File: config.mk
export PLATFORM = sky130hd
export DESIGN_NAME = icache_axi_bridge
export DESIGN_NICKNAME = d
export VERILOG_FILES = /design/src/rtl/icache_axi_bridge.sv
export SDC_FILE = /design/constraint.sdc
export NUM_CORES = 1
export LEC_CHECK = 0
export ABC_CLOCK_PERIOD_IN_PS = 6600
export BUFFER_PORTS_ARGS = -buffer_cell sky130_fd_sc_hd__buf_2
export CAP_MARGIN = 20
export CELL_PAD_IN_SITES_DETAIL_PLACEMENT = 1
export CELL_PAD_IN_SITES_GLOBAL_PLACEMENT = 1
export CORE_ASPECT_RATIO = 0.5
export CORE_MARGIN = 8
export CORE_UTILIZATION = 37
export DETAILED_ROUTE_END_ITERATION = 10
export GPL_ROUTABILITY_DRIVEN = 0
export MAX_ROUTING_LAYER = met4
export PLACE_DENSITY_LB_ADDON = 0.12
export SLEW_MARGIN = 20
export SYNTH_ARGS = -nofsm -noshare
export SYNTH_HDL_FRONTEND = slang
export SYNTH_SLANG_ARGS = --single-unit
File: constraint.sdc
create_clock -name clk -period 6.6 [get_ports clk]
set_input_delay 0.99 -clock clk [delete_from_list [all_inputs] [get_ports clk]]
set_output_delay 0.99 -clock clk [all_outputs]
set_load 0.01 [all_outputs]
File: src/rtl/icache_axi_bridge.sv
// Instruction-cache line refill bridge: one 4-beat AXI4 INCR read per accepted request.
// Optional performance counters are built only when ICACHE_BRIDGE_PERF_CNT_EN is defined.
module icache_axi_bridge #(
   parameter logic [3:0] AXI_ID = 4'h0
) (
   input  logic         clk,
   input  logic         rst,
   input  logic         cpu_ren,
   input  logic [31:0]  cpu_raddr,
   output logic         ren_received,
   output logic         dev_rrdy,
   output logic         dev_rvalid,
   output logic [127:0] dev_rdata,
   output logic         flush_flag_valid,
   output logic [3:0]   arid,
   output logic [31:0]  araddr,
   output logic [7:0]   arlen,
   output logic [2:0]   arsize,
   output logic [1:0]   arburst,
   output logic         arvalid,
   input  logic         arready,
   input  logic [3:0]   rid,
   input  logic [31:0]  rdata,
   input  logic [1:0]   rresp,
   input  logic         rlast,
   input  logic         rvalid,
   output logic         rready,
   output logic [31:0]  perf_refill_cnt,
   output logic [31:0]  perf_busy_cnt
);

   typedef enum logic [1:0] {IDLE, AR, R, DONE} state_t;

   state_t         state_q, state_d;
   logic [27:0]    addr_q, addr_d;
   logic [1:0]     beatCnt_q, beatCnt_d;
   logic [127:0]   line_q, line_d;
   logic           unused_bits;

   // Response status is not reported to the cache, and the line offset is irrelevant.
   assign unused_bits = ^{rresp, cpu_raddr[3:0]};

   always_ff @(posedge clk) begin
      if (rst) begin
         state_q   <= IDLE;
         addr_q    <= '0;
         beatCnt_q <= '0;
         line_q    <= '0;
      end else begin
         state_q   <= state_d;
         addr_q    <= addr_d;
         beatCnt_q <= beatCnt_d;
         line_q    <= line_d;
      end
   end

   always_comb begin
      state_d          = state_q;
      addr_d           = addr_q;
      beatCnt_d        = beatCnt_q;
      line_d           = line_q;
      ren_received     = 1'b0;
      dev_rrdy         = 1'b0;
      dev_rvalid       = 1'b0;
      arvalid          = 1'b0;
      araddr           = '0;
      arlen            = '0;
      arsize           = '0;
      arburst          = '0;
      arid             = '0;
      rready           = 1'b0;
      flush_flag_valid = 1'b0;

      case (state_q)
         IDLE: begin
            dev_rrdy = 1'b1;
            if (cpu_ren) begin
               ren_received = 1'b1;
               addr_d       = cpu_raddr[31:4];
               beatCnt_d    = '0;
               line_d       = '0;
               state_d      = AR;
            end
         end
         AR: begin
            arvalid = 1'b1;
            araddr  = {addr_q, 4'b0000};
            arlen   = 8'd3;
            arsize  = 3'b010;
            arburst = 2'b01;
            arid    = AXI_ID;
            if (arready) begin
               state_d = R;
            end
         end
         R: begin
            rready = 1'b1;
            // Beats tagged for another master are acknowledged but never stored.
            if (rvalid && (rid == AXI_ID)) begin
               line_d[{beatCnt_q, 5'b00000} +: 32] = rdata;
               if (beatCnt_q != 2'd3) begin
                  beatCnt_d = beatCnt_q + 2'd1;
               end
               if (rlast) begin
                  state_d = DONE;
               end
            end
         end
         DONE: begin
            dev_rvalid = 1'b1;
            state_d    = IDLE;
         end
         default: state_d = IDLE;
      endcase

      flush_flag_valid = ren_received | (state_q != IDLE);

      // While reset is held the bridge presents itself as idle with nothing owed.
      if (rst) begin
         ren_received     = 1'b0;
         dev_rrdy         = 1'b1;
         dev_rvalid       = 1'b0;
         arvalid          = 1'b0;
         araddr           = '0;
         arlen            = '0;
         arsize           = '0;
         arburst          = '0;
         arid             = '0;
         rready           = 1'b0;
         flush_flag_valid = 1'b0;
      end
   end

   assign dev_rdata = rst ? '0 : line_q;

`ifdef ICACHE_BRIDGE_PERF_CNT_EN
   logic [31:0] refillCnt_q, refillCnt_d;
   logic [31:0] busyCnt_q, busyCnt_d;

   always_comb begin
      refillCnt_d = refillCnt_q;
      busyCnt_d   = busyCnt_q;
      if (state_q == DONE) begin
         refillCnt_d = refillCnt_q + 32'd1;
      end
      if (state_q != IDLE) begin
         busyCnt_d = busyCnt_q + 32'd1;
      end
   end

   always_ff @(posedge clk) begin
      if (rst) begin
         refillCnt_q <= '0;
         busyCnt_q   <= '0;
      end else begin
         refillCnt_q <= refillCnt_d;
         busyCnt_q   <= busyCnt_d;
      end
   end

   assign perf_refill_cnt = rst ? '0 : refillCnt_q;
   assign perf_busy_cnt   = rst ? '0 : busyCnt_q;
`else
   assign perf_refill_cnt = '0;
   assign perf_busy_cnt   = '0;
`endif

endmodule

==> results.md <==
- Clk root buf: clkbuf_16
- Max incr delay on CP: 830 ps
- Layout cells sized above 1: 29.3%
- Hold Path Class: reg -> reg
- CTS Buffer Depth: 2
- Critical path, cell by cell: buf_6, buf_4, nor2b_1, buf_2
- Pwr per Cell Area: 282 nW/um^2
- Global Route Usage Sum: 18.6%
- Most common cell after layout, fill and taps aside: buf_2
- CP Capture Type: primary output
- Initial Util: 37.5%
- Final nets: 1056
- Most frequent cells in the layout: 234 x buf_2, 160 x dfxtp_1, 129 x nor2b_1, 96 x a22o_1, 81 x conb_1
- Detailed Route WL: 23.1 mm
- Area growth syn-to-layout: 22.7%
- WHS: 450 ps
- Cell area after synthesis: 7270 sq um
- Row count: 36
- Maximum vdd drop: 0.000208 V
- Max Fclk: 254 MHz
- Final min period: 3940 ps
- Die height: 115 um
- Pre-CTS WS: 2670 ps
- Worst slew pin tran: 1050 ps
- Netlist cell types: 42
- Mean Syn Cell Area: 9.44 sq um
- Final TNS setup: 0 ps
- Register area share after synthesis: 44.1%
- Outcome: complete, no violations
- Crit path max-delay family: buffers and inverters
- Final setup skew: 13.5 ps
- H-tree lvl count: 4
- Largest net degree at the start of global routing: 117
- Critical Path Slowest Stage Cell: buf_4
- Pre-Repair DR Iteration Count: 6
- Cell count after synthesis: 770
- Placed inst area: 8290 sq um
- ANT nets after route: 0
- Clk_lat worst skew: 420 ps
- Startpoint types: input port
- Hold-fix buffers at CTS: 0
- Gr ovfl total: 0
- Num ports: 323
- Inst Count DP: 1216
- Final Hold Vio Count: 0
- Final setup fails: 0
- Normalized max-slew margin: 29.6%
- Core Area: 19400 sq um
- Reg clk slew, reported paths: 60 ps
- Port Buffers: 235
- Ys flop type: dfxtp_1
- Yosys warnings: 0
- Critical path arrival: 2950 ps
- Non-filler cells, final: 1251
- Post-CTS Setup Inserts: 0
- Detailed-route DRC error count: 0
- Final Cell Area: 8920 sq um
- First-pass GRT wire length: 35.6 mm
- Pins Over Slew Limit: 0
- Tcrit/Tclk final: 59.6%
- DR WL/cell: 18.5 um
- Setup ws final: 2660 ps
- WP data required: 5610 ps
- Die ar.: 24700 sq um
- Crit Path Category: in -> out
- DR iter-0 viols: 239
- CTS buffer count: 17
- CTS Sinks: 160
- Fillers: 2311
- CP Max Fanout: 116
- Flops & latches, synth: 160
- Die X-Extent: 214 um
- Final HPWL DP: 16.5 mm
- Max-Cap Viols: 0
- Initial antenna violation count: 1
- Ys async rst share: 0%
- EDFF count, synth: 0
- Avg Vias per Cell: 4.73
- Vias: 5920
- Number of global-route vias before repair: 6280
- Cts repair resizes: 0
- CTS tree: yes
- LEAKAGE: 0.00449 uW
- WP buf/inv: 3
- RSZ-0062 raised after global routing: false
==> metrics by stage <==
step / total power (uW) / util, %
2_1_floorplan: 1390 / -
3_3_place_gp: 1530 / 42.8
3_5_place_dp: 1530 / 42.8
4_1_cts: 2510 / 45.8
5_1_grt: 2630 / 46.1
6_report: 2510 / 46.1
==> worst min-delay path: stages, from the launching register on <==
cell and delay [ps]:
dfxtp_1 300, nand2_1 50, a21oi_1 50
==> cell usage after synthesis, types with 9 or more instances <==
master    count  area (sq um)
a21o_1       33           248
a21oi_1      32           160
a22o_1       96           841
and2_1       30           188
buf_2        18          90.1
buf_4        85           638
clkbuf_1     34           128
dfxtp_1     160          3200
ha_1          9           113
inv_1         9          33.8
nand2_1      60           225
nor2b_1     130           813
nor3b_1      32           240
==> flip-flops by register name, summed over array words and instances (netlist names) <==
name,flops
addr_q,28
beatCnt_q,2
line_q,128
state_q,2
==> path summary, 6_finish.rpt <==
path                 from        endpoint  slack [ps]  depth (start not counted)
max reg2reg  beatCnt_q[0]      line_q[66]        3570                          6
min             addr_q[3]       addr_q[3]         450                          2
min reg2reg     addr_q[3]       addr_q[3]         450                          2
max                   rst  dev_rdata[104]        2660                          4
==> logic make-up (layout without fill, tap and decap cells) <==
logic type      Yosys count  in the layout  synth area share, %
simple gates            279            279                 23.2
compound gates          170            170                 18.4
flops                   160            160                 44.1
buf+inv                 151            285                 12.8
fa+ha+maj                 9              9                 1.55
other cells               1             82               0.0516
==> metal layers <==
layer,part of all wire [%],track usage [%],up-vias
li1,-,-,2837
met1,46,22.8,2877
met2,47,30.0,188
met3,5.3,5.17,18
met4,1.0,5.45,0
met5,0,-,-
==> report_power, final <==
group,total (uW),switching [uW],internal (uW)
Sequential,1020,17.4,999
Clock,974,403,572
Combinational,522,381,141
Total,2510,800,1710
==> layout make-up <==
| cell class | count | area, sq um | area share (%) |
|---|---|---|---|
| Antenna cell | 1 | 2.50 | 0.0281 |
| Clock buffer | 25 | 505 | 5.67 |
| Clock inverter | 7 | 75.1 | 0.842 |
| Inverter | 9 | 33.8 | 0.379 |
| Multi-Input combinational cell | 539 | 3490 | 39.1 |
| Sequential cell | 160 | 3200 | 35.9 |
| Tap cell | 266 | 333 | 3.73 |
| Timing Repair Buffer | 244 | 1280 | 14.3 |
(Power assumes the default switching activity.)
